File: config.mk
export PLATFORM = sky130hd
export DESIGN_NAME = lcd_nibble_writer
export DESIGN_NICKNAME = d
export VERILOG_FILES = /design/src/rtl/lcd_nibble_writer.sv
export SDC_FILE = /design/constraint.sdc
export NUM_CORES = 1
export LEC_CHECK = 0
export ABC_AREA = 1
export ABC_CLOCK_PERIOD_IN_PS = 2220
export BUFFER_PORTS_ARGS = -buffer_cell sky130_fd_sc_hd__buf_2
export CAP_MARGIN = 20
export CORE_MARGIN = 4
export CORE_UTILIZATION = 40
export DETAILED_ROUTE_END_ITERATION = 16
export PLACE_DENSITY = 0.58
export SKIP_LAST_GASP = 1
export SYNTH_ARGS = -nofsm -noshare
export SYNTH_HDL_FRONTEND = slang
export SYNTH_SLANG_ARGS = --single-unit
export TNS_END_PERCENT = 50
File: constraint.sdc
create_clock -name clk -period 2.22 [get_ports clk]
set_clock_uncertainty 0.1 [all_clocks]
set_input_delay 0.111 -clock clk [delete_from_list [all_inputs] [get_ports clk]]
set_output_delay 0.111 -clock clk [all_outputs]
set_load 0.005 [all_outputs]
File: src/rtl/lcd_nibble_writer.sv
// Drives an HD44780-style character LCD over its 4-bit bus: power-on init sequence,
// then one byte per req/req_ack handshake as two timed enable strobes plus a settle wait.
module lcd_nibble_writer #(
  parameter int SETUP_CYC      = 4,
  parameter int EN_HIGH_CYC    = 24,
  parameter int NIBBLE_GAP_CYC = 100,
  parameter int CMD_WAIT_CYC   = 4000,
  parameter int CLEAR_WAIT_CYC = 164000,
  parameter int POWERUP_CYC    = 1500000,
  parameter int INIT1_WAIT_CYC = 410000,
  parameter int INIT2_WAIT_CYC = 10000
) (
  input  logic       clk,
  input  logic       reset,
  input  logic       req,
  input  logic       req_rs,
  input  logic [7:0] req_data,
  output logic       req_ack,
  output logic       busy,
  output logic       init_done,
  output logic       lcd_enb,
  output logic       lcd_rs,
  output logic       lcd_rw,
  output logic [3:0] lcd_data
);

  function automatic int max2(int a, int b);
    return (a > b) ? a : b;
  endfunction

  localparam int MAX_CYC = max2(max2(max2(SETUP_CYC, EN_HIGH_CYC), max2(NIBBLE_GAP_CYC, CMD_WAIT_CYC)),
                                max2(max2(CLEAR_WAIT_CYC, POWERUP_CYC), max2(INIT1_WAIT_CYC, INIT2_WAIT_CYC)));
  localparam int TW = $clog2(MAX_CYC + 1);

  typedef logic [TW-1:0] timer_t;

  typedef enum logic [3:0] {
    S_PWR_WAIT,
    S_INIT_SETUP,
    S_INIT_EN,
    S_INIT_GAP,
    S_INIT_WAIT,
    S_IDLE,
    S_SETUP_HI,
    S_EN_HI,
    S_GAP_HI,
    S_SETUP_LO,
    S_EN_LO,
    S_GAP_LO,
    S_SETTLE,
    S_ACK_WAIT
  } state_t;

  // A phase of N cycles loads N-1 and ends on the cycle the timer reads zero.
  function automatic timer_t phase_len(int n);
    return timer_t'(n - 1);
  endfunction

  function automatic timer_t init_wait(logic [1:0] step);
    case (step)
      2'd0:    return phase_len(INIT1_WAIT_CYC);
      2'd1:    return phase_len(INIT2_WAIT_CYC);
      default: return phase_len(CMD_WAIT_CYC);
    endcase
  endfunction

  state_t     state, state_nxt;
  timer_t     timer, timer_nxt;
  logic [1:0] init_step, init_step_nxt;
  logic       lat_rs;
  logic [7:0] lat_data;
  logic       load_req;
  logic       rs_nxt;
  logic [3:0] data_nxt;
  logic       done_nxt;
  logic       phase_end;
  logic       is_clear;

  assign phase_end = (timer == '0);
  // Clear display and return home need the long execution time.
  assign is_clear  = !lat_rs && (lat_data inside {8'h01, 8'h02, 8'h03});
  assign lcd_rw    = 1'b0;

  // NOTE: every signal written here gets a default first, so no path can infer a latch.
  always_comb begin
    state_nxt     = state;
    timer_nxt     = phase_end ? timer : timer - timer_t'(1);
    init_step_nxt = init_step;
    load_req      = 1'b0;
    rs_nxt        = lcd_rs;
    data_nxt      = lcd_data;
    done_nxt      = init_done;
    unique case (state)
      S_PWR_WAIT: if (phase_end) begin
        state_nxt = S_INIT_SETUP;
        timer_nxt = phase_len(SETUP_CYC);
        rs_nxt    = 1'b0;
        data_nxt  = 4'h3;
      end
      S_INIT_SETUP: if (phase_end) begin
        state_nxt = S_INIT_EN;
        timer_nxt = phase_len(EN_HIGH_CYC);
      end
      S_INIT_EN: if (phase_end) begin
        state_nxt = S_INIT_GAP;
        timer_nxt = phase_len(NIBBLE_GAP_CYC);
      end
      S_INIT_GAP: if (phase_end) begin
        state_nxt = S_INIT_WAIT;
        timer_nxt = init_wait(init_step);
      end
      S_INIT_WAIT: if (phase_end) begin
        if (init_step == 2'd3) begin
          state_nxt = S_IDLE;
          done_nxt  = 1'b1;
        end else begin
          // Init nibbles are 3, 3, 3 and finally 2 to switch into 4-bit mode.
          init_step_nxt = init_step + 2'd1;
          state_nxt     = S_INIT_SETUP;
          timer_nxt     = phase_len(SETUP_CYC);
          rs_nxt        = 1'b0;
          data_nxt      = (init_step == 2'd2) ? 4'h2 : 4'h3;
        end
      end
      S_IDLE: if (req && !req_ack) begin
        load_req  = 1'b1;
        state_nxt = S_SETUP_HI;
        timer_nxt = phase_len(SETUP_CYC);
        rs_nxt    = req_rs;
        data_nxt  = req_data[7:4];
      end
      S_SETUP_HI: if (phase_end) begin
        state_nxt = S_EN_HI;
        timer_nxt = phase_len(EN_HIGH_CYC);
      end
      S_EN_HI: if (phase_end) begin
        state_nxt = S_GAP_HI;
        timer_nxt = phase_len(NIBBLE_GAP_CYC);
      end
      S_GAP_HI: if (phase_end) begin
        state_nxt = S_SETUP_LO;
        timer_nxt = phase_len(SETUP_CYC);
        rs_nxt    = lat_rs;
        data_nxt  = lat_data[3:0];
      end
      S_SETUP_LO: if (phase_end) begin
        state_nxt = S_EN_LO;
        timer_nxt = phase_len(EN_HIGH_CYC);
      end
      S_EN_LO: if (phase_end) begin
        state_nxt = S_GAP_LO;
        timer_nxt = phase_len(NIBBLE_GAP_CYC);
      end
      S_GAP_LO: if (phase_end) begin
        state_nxt = S_SETTLE;
        timer_nxt = is_clear ? phase_len(CLEAR_WAIT_CYC) : phase_len(CMD_WAIT_CYC);
      end
      // A requester that dropped req before the settle ended gets no acknowledge.
      S_SETTLE: if (phase_end) begin
        state_nxt = req ? S_ACK_WAIT : S_IDLE;
      end
      S_ACK_WAIT: if (!req) begin
        state_nxt = S_IDLE;
      end
      default: state_nxt = S_PWR_WAIT;
    endcase
  end

  // NOTE: sequential state uses non-blocking assignments so every register samples pre-edge values.
  always_ff @(posedge clk) begin
    if (!reset) begin
      state     <= S_PWR_WAIT;
      timer     <= phase_len(POWERUP_CYC);
      init_step <= 2'd0;
      lat_rs    <= 1'b0;
      lat_data  <= 8'h00;
      lcd_enb   <= 1'b0;
      lcd_rs    <= 1'b0;
      lcd_data  <= 4'h0;
      req_ack   <= 1'b0;
      init_done <= 1'b0;
      busy      <= 1'b1;
    end else begin
      state     <= state_nxt;
      timer     <= timer_nxt;
      init_step <= init_step_nxt;
      if (load_req) begin
        lat_rs   <= req_rs;
        lat_data <= req_data;
      end
      // Outputs are registered from the next state so they line up with the state register.
      lcd_enb   <= state_nxt inside {S_INIT_EN, S_EN_HI, S_EN_LO};
      lcd_rs    <= rs_nxt;
      lcd_data  <= data_nxt;
      req_ack   <= (state_nxt == S_ACK_WAIT);
      init_done <= done_nxt;
      busy      <= (state_nxt != S_IDLE);
    end
  end

endmodule
# == Word-level counts from Yosys, hierarchy flattened ==
# Cells that the tools add are included.
# op_classes
n_reduce_logical,16
n_mux,44
n_eq_ne,29
bitwise_logic,1
n_addsub,2
# ops
operator,count
$mux W21,9
$pmux W21 S7,1
$mux W4,20
$pmux W4 S14,1
$pmux W19 S2,1
$eq A4 B4 Y1 const B,8
$logic_not A21 Y1,1
$sub A21 B1 Y21 const B,1
$eq A4 B3 Y1 const B,5
$mux W18,1
$eq A8 B2 Y1 const B,2
$pmux W4 S4,1
$eq A4 B2 Y1 const B,3
$ne A2 B2 Y1 const B,5
$eq A8 B1 Y1 const B,1
$mux W1,8
$reduce_and A3 Y1,2
$reduce_and A6 Y1,1
$reduce_bool A3 Y1,2
$reduce_or A3 Y1,2
$eq A2 B2 Y1 const B,2
$eq A4 B1 Y1 const B,1
$logic_not A4 Y1,1
$ne A4 B3 Y1 const B,1
10 further kinds,12
# totals
reg_bits,45
elab_cells,103
out_inout_bits,10

# == Depth between registers and ports, before layout ==
# Gate-level depths: netlist (run 1).
# logic_depth
depth_word,6
ltp_mapped,13
depth_no_buf,13

# == Worst setup path after synthesis (run 1) ==
# OpenSTA, ideal clock, no wires.
# synth_path
path_type,register to register
startpoint,reg timer[0]
endpoint,reg timer[14]
setup_time_ns,0.119
stages_incl_launch_ff,12
arrival_time_ns,1.559
path_slack_ns,0.442
cell_sequence,dfxtp_1 inv_1 ha_1 nand2_1 nor2_1 nand3_4 o21ai_4 nand2_2 nor2_2 nand3_2 nand2_1 nand2_1
# synth_via
elab_chain_cells,5
# synth_lines
item,line_no,rtl
start: declaration,68,"timer_t timer, timer_nxt;"
start signal: assignment,173,timer <= phase_len(POWERUP_CYC);
start signal: assignment,185,timer <= timer_nxt;
$sub A21 B1 Y21 or $logic_not A21 Y1 (tied branches),"87, 79",
$mux W21,87,timer_nxt = phase_end ? timer : timer - timer_t'(1);
$mux W21,113,if (init_step == 2'd3) begin
$mux W21,112,S_INIT_WAIT: if (phase_end) begin
$pmux W21 S7 (*),93,unique case (state)
# Every way passes the cells marked *; elsewhere a longest branch is shown, timed or not.
# A chain may end at the register's enable or synchronous reset.

# == Worst setup path after layout (run 1) ==
# layout_path
startpoint,reg timer[0]
endpoint,reg lcd_data[1]
# layout_via
elab_chain_cells,3
# layout_lines
item,line_no,rtl
$logic_not A21 Y1 (*),79,assign phase_end = (timer == '0);
$ne A2 B2 Y1 (no line),--,
$reduce_and A6 Y1 (no line) (*),--,
end signal: assignment,194,lcd_data <= data_nxt;
end: declaration,24,output logic [3:0] lcd_data
# Marked as above.

==> Flow_metrics.wiki, run 1 <==
{| class="wikitable"
! Metric !! Value
|-
| Run status || finished clean
|-
| Clock-pin slew on the worst setup and hold paths || 0.09 ns
|-
| Standby leakage power || 1.57 nW
|-
| Routed via count divided by cell count || ~5.0
|-
| Number of inserted diodes || 0
|-
| I/O Buffers || 20
|-
| Type of destination of the critical path || register
|-
| Final critical path time including I/O delays and setup || 2.08 ns
|-
| Global route total overflow || 0
|-
| Maximum net fanout on the critical path || 11
|-
| Startpoint type of the worst setup path || register
|-
| Synthesized Nets || approximately 480
|-
| Setup-failing EPs final || 0
|-
| Number of cell rows || 31
|-
| Final routed wire length divided by cell count || 13.6 microns
|-
| Data arrival time of the critical path || around 2.2 ns
|-
| Max-cap violations || 0
|-
| Worst-skew pair later-pin latency || 0.30 ns
|-
| Number of DRC markers after the initial detailed-route iteration || 129
|-
| Vias in the first global route || 2848
|-
| Type of the most critical hold path || primary input to register
|-
| Clock tree root driver cell || clkbuf_8
|-
| Wire length of the first global-routing pass || around 13000 microns
|-
| # clock sinks || 45
|-
| Maximum number of pins on one net before global-route repair || 30
|-
| Cells after synthesis || 456
|-
| Routed wire length || 8020 microns
|-
| Remaining antenna violation count after routing || 0
|-
| Global routing usage summed across all routing layers || 19.2%
|-
| Number of buffers inserted during clock tree synthesis || 5
|-
| Worst Path Required || 2.31 ns
|-
| First drt pass iteration count || 5
|-
| Top library cells by usage in the layout, fill and taps aside || nand2_1, nor2_1, inv_1, dfxtp_1, o21ai_0
|-
| Synth warnings || 0
|-
| Highest ir drop seen on vdd || 0.218 mV
|-
| Maximum clock insertion buffer count || 2
|-
| Path type of the worst setup path || register to register
|-
| Filler cells || 783
|-
| Floorplan Core Area || between 7000 and 8000 sq um
|-
| Post-DP Area || 3230 sq um
|-
| Via total after detailed routing || 2936
|-
| Worst relative slew slack || 63.6%
|-
| Number of H-tree levels || 2
|-
| Flip-flop and latch count after synthesis || 45
|-
| Total I/O pin count || 22
|-
| Post-layout instance area || 3350 sq um
|-
| Least-Margin Pin Slew || 0.542 ns
|-
| Mapped cell area || 2960 sq um
|-
| Starting utilization of the core area || roughly two fifths
|-
| Most common library cell in the layout ignoring fill and taps || nand2_1
|-
| Worst reg-to-reg path cell count || 10
|-
| Count of cells along the worst hold path || 3
|-
| GP Congestion || 0.921
|-
| Final setup TNS || 0 ns
|-
| Cts repair resizes || 0
|-
| Fmax achieved || between 400 and 500 MHz
|-
| Total half-perimeter wirelength after legalization and detailed placement || roughly 6200 microns
|-
| Overall die area || slightly below 9000 sq um
|-
| Die span in y || 94.0 microns
|-
| Post-Syn Area per Cell || around 6.5 sq um
|-
| Layout area overhead || 13.2%
|-
| Clock tree from TritonCTS || done
|-
| Hold violation total from the final report || 0
|-
| Portion of the post-synthesis area used by sequential elements || 30.4%
|-
| Fraction of final layout cells sized beyond drive strength 1 || 14.5%
|-
| Number of slew-limit violations in the final report || 0
|-
| Unique masters post-synth || 37
|-
| Number of nets in the layout || 510
|-
| Initial antenna violation count || 0
|-
| Fraction of the cycle the final worst path needs || 93.7%
|-
| Power density relative to cell area || 421 nW/um^2
|-
| RSZ-0062 raised after global routing || false
|-
| Number of remaining DRC errors || 0
|-
| Chip Width || about 94 microns
|}
[through the flow]
| stage | utilization [%] | power, W | hold WS [ns] | cells | worst slack [ns] |
|---|---|---|---|---|---|
| global placement | 44.8 | 0.000897 | 0.290 | 578 | 0.117 |
| finish | 46.5 | 0.00141 | 0.00878 | 589 | 0.141 |
| floorplan | - | 0.000872 | 0.155 | 456 | 0.442 |
| global route | 46.5 | 0.00147 | 0.00640 | 589 | 0.00675 |
| detailed placement | 44.8 | 0.000897 | 0.302 | 578 | 0.120 |
| CTS | 46.3 | 0.00143 | 0.00394 | 587 | 0.105 |
[logic make-up after synthesis]
kind of cell | after synthesis | synth area share [%]
other | 1 | 0.127
DFF | 45 | 30.4
and+or+nand+nor | 237 | 38.1
xor gates and xnor gates | 9 | 2.66
adders and majority gates | 8 | 3.38
AOI/OAI and AO/OA | 88 | 16.1
buffers and inverters | 68 | 9.25
[critical path, cell delays in order, from the launching register on]
cell     delay (ns)
dfxtp_1        0.32
inv_1          0.10
ha_1           0.22
nand2_1        0.07
nor2_1         0.19
nand3_4        0.21
o21ai_4        0.26
buf_4          0.16
nand3_4        0.12
o21ai_1        0.16
a21oi_1        0.05
[final cells by class]
| cell class | instances | area (sq um) | share of cell area, % |
|---|---|---|---|
| multi-input cells | 343 | 1790 | 53.3 |
| flip-flops and latches | 45 | 901 | 26.9 |
| repair buffers | 38 | 240 | 7.16 |
| inverters | 57 | 215 | 6.42 |
| well taps | 99 | 124 | 3.69 |
| clock buffers | 7 | 86.3 | 2.57 |
[Yosys cell counts, drive strengths merged]
cell       n  area [sq um]
o21bai     1          7.51
buf        7          43.8
o21ai     47           246
nand2    114           443
conb       1          3.75
inv       56           210
nor2      72           339
xor2       8          70.1
clkbuf     4          15.0
a211oi     1          7.51
o2111ai    2          17.5
nand3b     4          42.5
ha         8           100
nand3     31           190
a21oi     31           155
o21a       1          7.51
dfxtp     45           901
a31oi      3          18.8
nand4     11          83.8
o211ai     2          15.0
nor3       5          30.0
clkinv     1          5.00
xnor2      1          8.76
[layer usage]
metal	wire [microns]	up-vias	global-route usage [%]
met1	3750	1315	24.5
met5	0	-	0
met2	3790	66	32.5
li1	-	1538	-
met3	311	17	3.85
met4	163	0	5.90
[final timing paths]
check	endpoint	slack, ns	from
min reg2reg	lcd_rs	0.35	lcd_rs
max reg2reg	lcd_data[1]	0.14	timer[0]
max	lcd_data[1]	0.14	timer[0]
min	lat_rs	0.009	req_rs
[flip-flops by register name (all words and copies together) (netlist names)]
signal and count:
lcd_enb 1, timer 21, lat_data 8, state 4
lat_rs 1, req_ack 1, lcd_rs 1, init_step 2
lcd_data 4, init_done 1, busy 1
[power breakdown]
part | internal, W | switching, W
registers | 0.000811 | 0.00000404
logic | 0.0000251 | 0.0000408
clock network | 0.000248 | 0.000284
total | 0.00108 | 0.000329
[timing repair]
action | 4_1_cts | 5_1_grt
setup endpoints to repair | 0 | 7
hold endpoints to repair | 2 | 0
hold buffers | 2 | 0
buffers inserted | 0 | 2
No activity file was read; power rests on OpenSTA's default activity.
==> run 2, diff against run 1 <==
--- a/config.mk
+++ b/config.mk
@@ -10,9 +10,9 @@
 export BUFFER_PORTS_ARGS = -buffer_cell sky130_fd_sc_hd__buf_2
 export CAP_MARGIN = 20
 export CORE_MARGIN = 4
-export CORE_UTILIZATION = 40
+export CORE_UTILIZATION = 35
 export DETAILED_ROUTE_END_ITERATION = 16
-export PLACE_DENSITY = 0.58
+export PLACE_DENSITY = 0.52
 export SKIP_LAST_GASP = 1
 export SYNTH_ARGS = -nofsm -noshare
 export SYNTH_HDL_FRONTEND = slang
==> run 2 against run 1 <==
Design area is 1.9% higher. Die area is 13% higher. Sequential cell count is the same. Via count decreased by 0.14%. Clock power increased by 27%. Fmax rose by 0.54%. Critical endpoint is now timer[14]. Worst hold slack got worse by 0.0018 ns. Highest routed layer unchanged. Critical path depth up 1. Global-route usage shrank 2.5 points. Worst setup slack gained 0.011 ns. Core utilization fell by 4.9 points. Combinational power rose by 0.8%.
==> Flow_metrics.wiki, run 2 (same netlist as run 1, synthesis figures left out) <==
{| class="wikitable"
! Metric !! Value
|-
| Final setup TNS || 0 ns
|-
| Wire length of the first global-routing pass || 13400 microns
|-
| RSZ-0062 raised after global routing || false
|-
| Internal portion of total power || between 0.001 and 0.0015 W
|-
| Global route total overflow || 0
|-
| Part of the power in registers || 52.4%
|-
| Clock tree root driver cell || clkbuf_8
|-
| Worst Path Required || 2.31 ns
|-
| Leading registers by flop count || timer: 21 flops, lat_data: 8 flops
|-
| Type of the most critical hold path || primary input to register
|-
| Number of cell rows || 33
|-
| Number of inserted diodes || 0
|-
| GP Congestion || 0.856
|-
| Global routing usage summed across all routing layers || 16.8%
|-
| Combinational cell fraction of total power || roughly 4.3%
|-
| Register ranked first by flip-flop count || timer
|-
| Type of destination of the critical path || register
|-
| Path type of the worst setup path || register to register
|-
| Via total after detailed routing || 2932
|-
| Number of remaining DRC errors || 0
|-
| Chip Width || 100 microns
|-
| # clock sinks || 45
|-
| Remaining antenna violation count after routing || 0
|-
| Setup-failing EPs final || 0
|-
| Floorplan Core Area || 8220 sq um
|-
| Final routed wire length divided by cell count || about 14 microns
|-
| Most common library cell in the layout ignoring fill and taps || nand2_1
|-
| Die span in y || between 90 and 100 microns
|-
| Max-cap violations || 0
|-
| Number of DRC markers after the initial detailed-route iteration || 109
|-
| Top library cells by usage in the layout, fill and taps aside || nand2_1, nor2_1, inv_1, dfxtp_1
|-
| Power density relative to cell area || between 400 and 500 nW/um^2
|-
| Overall die area || around 10000 sq um
|-
| Final critical path time including I/O delays and setup || 2.07 ns
|-
| Startpoint type of the worst setup path || register
|-
| Post-DP Area || 3220 sq um
|-
| Filler cells || 889
|-
| Maximum number of pins on one net before global-route repair || 30
|-
| Net Switching || ~0.00035 W
|-
| Clock-pin slew on the worst setup and hold paths || 0.09 ns
|-
| Clock tree from TritonCTS || done
|-
| Number of buffers inserted during clock tree synthesis || 5
|-
| Least-Margin Pin Slew || 0.507 ns
|-
| Fraction of the cycle the final worst path needs || ~93%
|-
| Number of H-tree levels || 2
|-
| Maximum clock insertion buffer count || 2
|-
| Highest ir drop seen on vdd || 0.238 mV
|-
| Run status || finished clean
|-
| Standby leakage power || 1.59 nW
|-
| Vias in the first global route || 2774
|-
| Layout area overhead || 15.4%
|-
| FF+latch area || 901 sq um
|-
| Switching power as a share of total power || roughly 23%
|-
| Number of slew-limit violations in the final report || 0
|-
| First drt pass iteration count || 4
|-
| Starting utilization of the core area || a little over a third
|-
| Routed via count divided by cell count || 4.91
|-
| Clock share of power || a little over two fifths
|-
| Multi-input combinational cell area || approximately 1800 sq um
|-
| Number of nets in the layout || roughly 500
|-
| Hold violation total from the final report || 0
|-
| Total I/O pin count || 22
|-
| Total half-perimeter wirelength after legalization and detailed placement || 6480 microns
|-
| Initial antenna violation count || 0
|-
| I/O Buffers || 20
|-
| Post-layout instance area || 3420 sq um
|-
| Worst-skew pair later-pin latency || 0.31 ns
|-
| Maximum net fanout on the critical path || 8
|-
| Worst relative slew slack || 66.0%
|-
| Max reg flops || 21
|-
| Data arrival time of the critical path || 2.16 ns
|-
| Fmax achieved || between 400 and 500 MHz
|-
| Routed wire length || 8340 microns
|-
| Fraction of final layout cells sized beyond drive strength 1 || 15.0%
|}
## run 2: critical path: stages, from the launching register on
cell     delay, ns
dfxtp_1       0.32
inv_1         0.16
ha_1          0.24
nand2_1       0.08
nor2_2        0.16
nand3_4       0.15
o21ai_4       0.31
nand2_2       0.09
nor2_2        0.10
nand3_2       0.11
nand2_1       0.09
nand2_1       0.04
## run 2: power groups by stage
| stage | Combinational [W] | Clock (W) | Sequential (W) |
|---|---|---|---|
| floorplan | 0.0000385 | 0 | 0.000833 |
| global placement | 0.0000605 | 0 | 0.000834 |
| detailed placement | 0.0000612 | 0 | 0.000834 |
| CTS | 0.0000665 | 0.000681 | 0.000815 |
| global route | 0.0000760 | 0.000718 | 0.000816 |
| finish | 0.0000665 | 0.000673 | 0.000815 |
## run 2: path summary, 6_finish.rpt
path               startpoint          end  slack (ns)  cells after the start
hold / removal    req_data[2]  lat_data[2]       0.007                      3
setup / recovery     timer[0]    timer[14]        0.15                     11
hold reg to reg        lcd_rs       lcd_rs        0.35                      2
setup reg to reg     timer[0]    timer[14]        0.15                     11
## run 2: area by class of cell
type,instances,area share [%]
multi-input combinational,343,52.6
sequential,45,26.4
timing repair buffer,39,7.39
inverter,57,6.30
tap,105,3.84
clock buffer,6,2.42
clock inverter,2,1.10
## run 2: timing repair
action | in CTS | in global routing
buffers inserted | 0 | 4
setup endpoints to repair | 0 | 24
hold endpoints to repair | 4 | 0
resized for setup | 0 | 4
hold buffers | 4 | 0
## run 2: metrics by stage
step / power, W / worst slack (ns) / utilization, % / hold WS, ns / cells
2_1_floorplan: 0.000872 / 0.442 / - / 0.155 / 456
3_3_place_gp: 0.000894 / 0.124 / 39.2 / 0.289 / 581
3_5_place_dp: 0.000895 / 0.0582 / 39.2 / 0.294 / 581
4_1_cts: 0.00156 / 0.0425 / 41.1 / 0.00377 / 593
5_1_grt: 0.00161 / 0.0143 / 41.6 / 0.0213 / 597
6_report: 0.00155 / 0.152 / 41.6 / 0.00702 / 597
## run 2: metal layers
metal | GRT usage, % | wire length (microns) | part of all wire, % | vias up
li1 | - | - | - | 1541
met4 | 5.39 | 199 | 2.4 | 0
met3 | 2.50 | 337 | 4.0 | 17
met2 | 28.9 | 3880 | 47 | 71
met5 | 0 | 0 | 0 | -
met1 | 21.5 | 3920 | 47 | 1303
==> run 3, diff against run 2 <==
--- a/config.mk
+++ b/config.mk
@@ -6,13 +6,13 @@
 export NUM_CORES = 1
 export LEC_CHECK = 0
 export ABC_AREA = 1
-export ABC_CLOCK_PERIOD_IN_PS = 2220
+export ABC_CLOCK_PERIOD_IN_PS = 1700
 export BUFFER_PORTS_ARGS = -buffer_cell sky130_fd_sc_hd__buf_2
 export CAP_MARGIN = 20
 export CORE_MARGIN = 4
 export CORE_UTILIZATION = 35
 export DETAILED_ROUTE_END_ITERATION = 16
-export PLACE_DENSITY = 0.52
+export PLACE_DENSITY = 0.54
 export SKIP_LAST_GASP = 1
 export SYNTH_ARGS = -nofsm -noshare
 export SYNTH_HDL_FRONTEND = slang
==> constraint.sdc (replaced) <==
create_clock -name clk -period 1.7 [get_ports clk]
set_clock_uncertainty 0.1 [all_clocks]
set_input_delay 0.085 -clock clk [delete_from_list [all_inputs] [get_ports clk]]
set_output_delay 0.085 -clock clk [all_outputs]
set_load 0.005 [all_outputs]
==> run 3 against run 2 <==
The run now ends with negative setup slack left. Sequential share of layout area down 5.0 points. Non-clock buffer count up 76. Global-route usage grew 1.9 points. Wire length is 7.4% higher. Worst hold slack gained 0.094 ns. Sequential cell count is the same. Sequential power up 31%. Count of clock-buffer cells in the layout down 1. Core utilization is 10 points higher. Design area increased by 25%. Total power grew 32%. Critical path type unchanged. Highest routed layer unchanged.
==> Flow_metrics.wiki, run 3 (same netlist as run 1, synthesis figures left out) <==
{| class="wikitable"
! Metric !! Value
|-
| Number of H-tree levels || 2
|-
| Fmax achieved || 539 MHz
|-
| Number of remaining DRC errors || 0
|-
| Startpoint type of the worst setup path || register
|-
| Setup-failing EPs final || 31
|-
| Number of DRC markers after the initial detailed-route iteration || 152
|-
| FF-to-FF End || timer[9]
|-
| Max-cap violations || 0
|-
| I/O Buffers || 20
|-
| Top library cells by usage in the layout, fill and taps aside || nand2_1, buf_4, inv_1, nor2_1, dfxtp_1
|-
| Reg-to-reg startpoint || timer[8]
|-
| Clock tree root driver cell || clkbuf_8
|-
| Maximum net fanout on the critical path || 6
|-
| Number of buffers inserted during clock tree synthesis || 5
|-
| Worst Path Required || 1.79 ns
|-
| Die span in y || 100 microns
|-
| Routed via count divided by cell count || 4.79
|-
| Final core utilization || 52.0%
|-
| Hold violation total from the final report || 0
|-
| Most common library cell in the layout ignoring fill and taps || nand2_1
|-
| Setup ws final || -0.155 ns
|-
| Number of cell rows || 33
|-
| Maximum clock insertion buffer count || 2
|-
| Worst reg-to-reg path cell count || 9
|-
| Wire length of the first global-routing pass || between 10000 and 15000 microns
|-
| Standby leakage power || 2.02 nW
|-
| Fraction of final layout cells sized beyond drive strength 1 || 35.0%
|-
| Clock-pin slew on the worst setup and hold paths || around 0.090 ns
|-
| Type of the most critical hold path || primary input to register
|-
| Violated checks || negative setup slack
|-
| Filler cells || 806
|-
| Path type of the worst setup path || register to register
|-
| Starting utilization of the core area || 36.0%
|-
| Initial antenna violation count || 0
|-
| Multi-input combinational cell area || 2010 sq um
|-
| # clock sinks || 45
|-
| Number of inserted diodes || 0
|-
| Clock tree from TritonCTS || done
|-
| First drt pass iteration count || 5
|-
| Remaining antenna violation count after routing || 0
|-
| Register ranked first by flip-flop count || timer
|-
| Post-DP Area || 3690 sq um
|-
| Vias in the first global route || 3115
|-
| Final critical path time including I/O delays and setup || about 1.9 ns
|-
| Post-layout instance area || 4270 sq um
|-
| Number of slew-limit violations in the final report || 0
|-
| Chip Width || 100 microns
|-
| Floorplan Core Area || roughly 8200 sq um
|-
| Data arrival time of the critical path || approximately 1.9 ns
|-
| FF+latch area || 912 sq um
|-
| GP Congestion || between 0.8 and 0.9
|-
| Total half-perimeter wirelength after legalization and detailed placement || 6810 microns
|-
| Max reg flops || 21
|-
| Via total after detailed routing || 3230
|-
| RSZ-0062 raised after global routing || true
|-
| Capture point of the worst path || timer[9]
|-
| Type of destination of the critical path || register
|-
| Fraction of the cycle the final worst path needs || 109%
|-
| Maximum number of pins on one net before global-route repair || 30
|-
| Global routing usage summed across all routing layers || about a fifth
|-
| Number of nets in the layout || 588
|-
| Global route total overflow || 0
|-
| Total I/O pin count || 22
|-
| Run status || finished with violations
|-
| Final routed wire length divided by cell count || 13.3 microns
|-
| Highest ir drop seen on vdd || 0.293 mV
|-
| Routed wire length || 8960 microns
|-
| Worst-skew pair later-pin latency || around 0.31 ns
|-
| Layout area overhead || 44.3%
|-
| Power density relative to cell area || 479 nW/um^2
|-
| R2R Setup Slk || -0.16 ns
|-
| Overall die area || 10000 sq um
|-
| Critical Path Source || timer[8]
|-
| Leading registers by flop count || timer: 21 flops, lat_data: 8 flops
|}
[run 3: cell count changes in the layout (fill, tap and decap cells not counted), moves of 8 or more]
| cell | change |
|---|---|
| dfxtp_2 | +9 |
| nor2_2 | +9 |
| nand2_1 | -8 |
| nor2_1 | -15 |
| o21ai_1 | -8 |
| buf_4 | +64 |
| dfxtp_1 | -9 |
| o21ai_2 | +8 |
[run 3: metrics by stage]
step | total power, W | cells | setup TNS [ns] | hold WS [ns] | setup slack (ns)
after floorplan | 0.00114 | 456 | 0 | 0.129 | 0.00381
after global placement | 0.00118 | 642 | -3.92 | 0.268 | -0.221
after detailed placement | 0.00118 | 642 | -4.29 | 0.267 | -0.249
after CTS | 0.00205 | 672 | -2.12 | 0.0962 | -0.119
after global routing | 0.00213 | 674 | -4.74 | 0.135 | -0.246
final | 0.00205 | 674 | -1.84 | 0.101 | -0.155
[run 3: worst min-delay path by stage]
stage	slack (ns)	start	end	depth (start not counted)
6_report	0.10	req	busy	5
5_1_grt	0.14	req	busy	5
4_1_cts	0.1	req	busy	5
3_5_place_dp	0.27	req_data[0]	lat_data[0]	3
3_3_place_gp	0.27	req_data[0]	lat_data[0]	3
2_1_floorplan	0.13	reset	state[3]	2
[run 3: worst max-delay path, cell delays in order (launching register included)]
cell,delay [ns]
dfxtp_2,0.35
nor2_4,0.14
nand2_4,0.09
nor2_4,0.16
nand3_4,0.14
o21ai_4,0.19
buf_6,0.14
nand4_4,0.17
o21ai_2,0.18
nand2_1,0.07
[run 3: power by group]
group          internal (W)  total [W]  leakage (nW)  switching, W
sequential          0.00106    0.00107         0.364    0.00000604
clock              0.000441   0.000855        0.0543      0.000414
combinational     0.0000583   0.000124          1.60     0.0000659
total               0.00156    0.00205          2.02      0.000486
[run 3: per-layer routing]
layer	vias to the layer above	part of all wire [%]	global-route usage [%]
met5	-	0	0
met4	0	1.6	6.32
met3	12	2.6	2.78
met2	55	51	32.6
met1	1468	45	23.5
li1	1695	-	-
[run 3: area by class of cell]
class	instances	share of cell area (%)
inverters	57	5.18
clock buffers	5	1.61
clock inverters	3	1.08
repair buffers	115	20.6
well taps	105	3.07
flip-flops and latches	45	21.3
multi-input cells	344	47.1
[run 3: what timing repair did]
item,in CTS,in global routing
setup endpoints to repair,33,37
pin swaps,26,17
hold buffers,9,0
gates cloned,1,0
resized for setup,40,39
buffers inserted,12,3
endpoints found under the hold margin,9,0
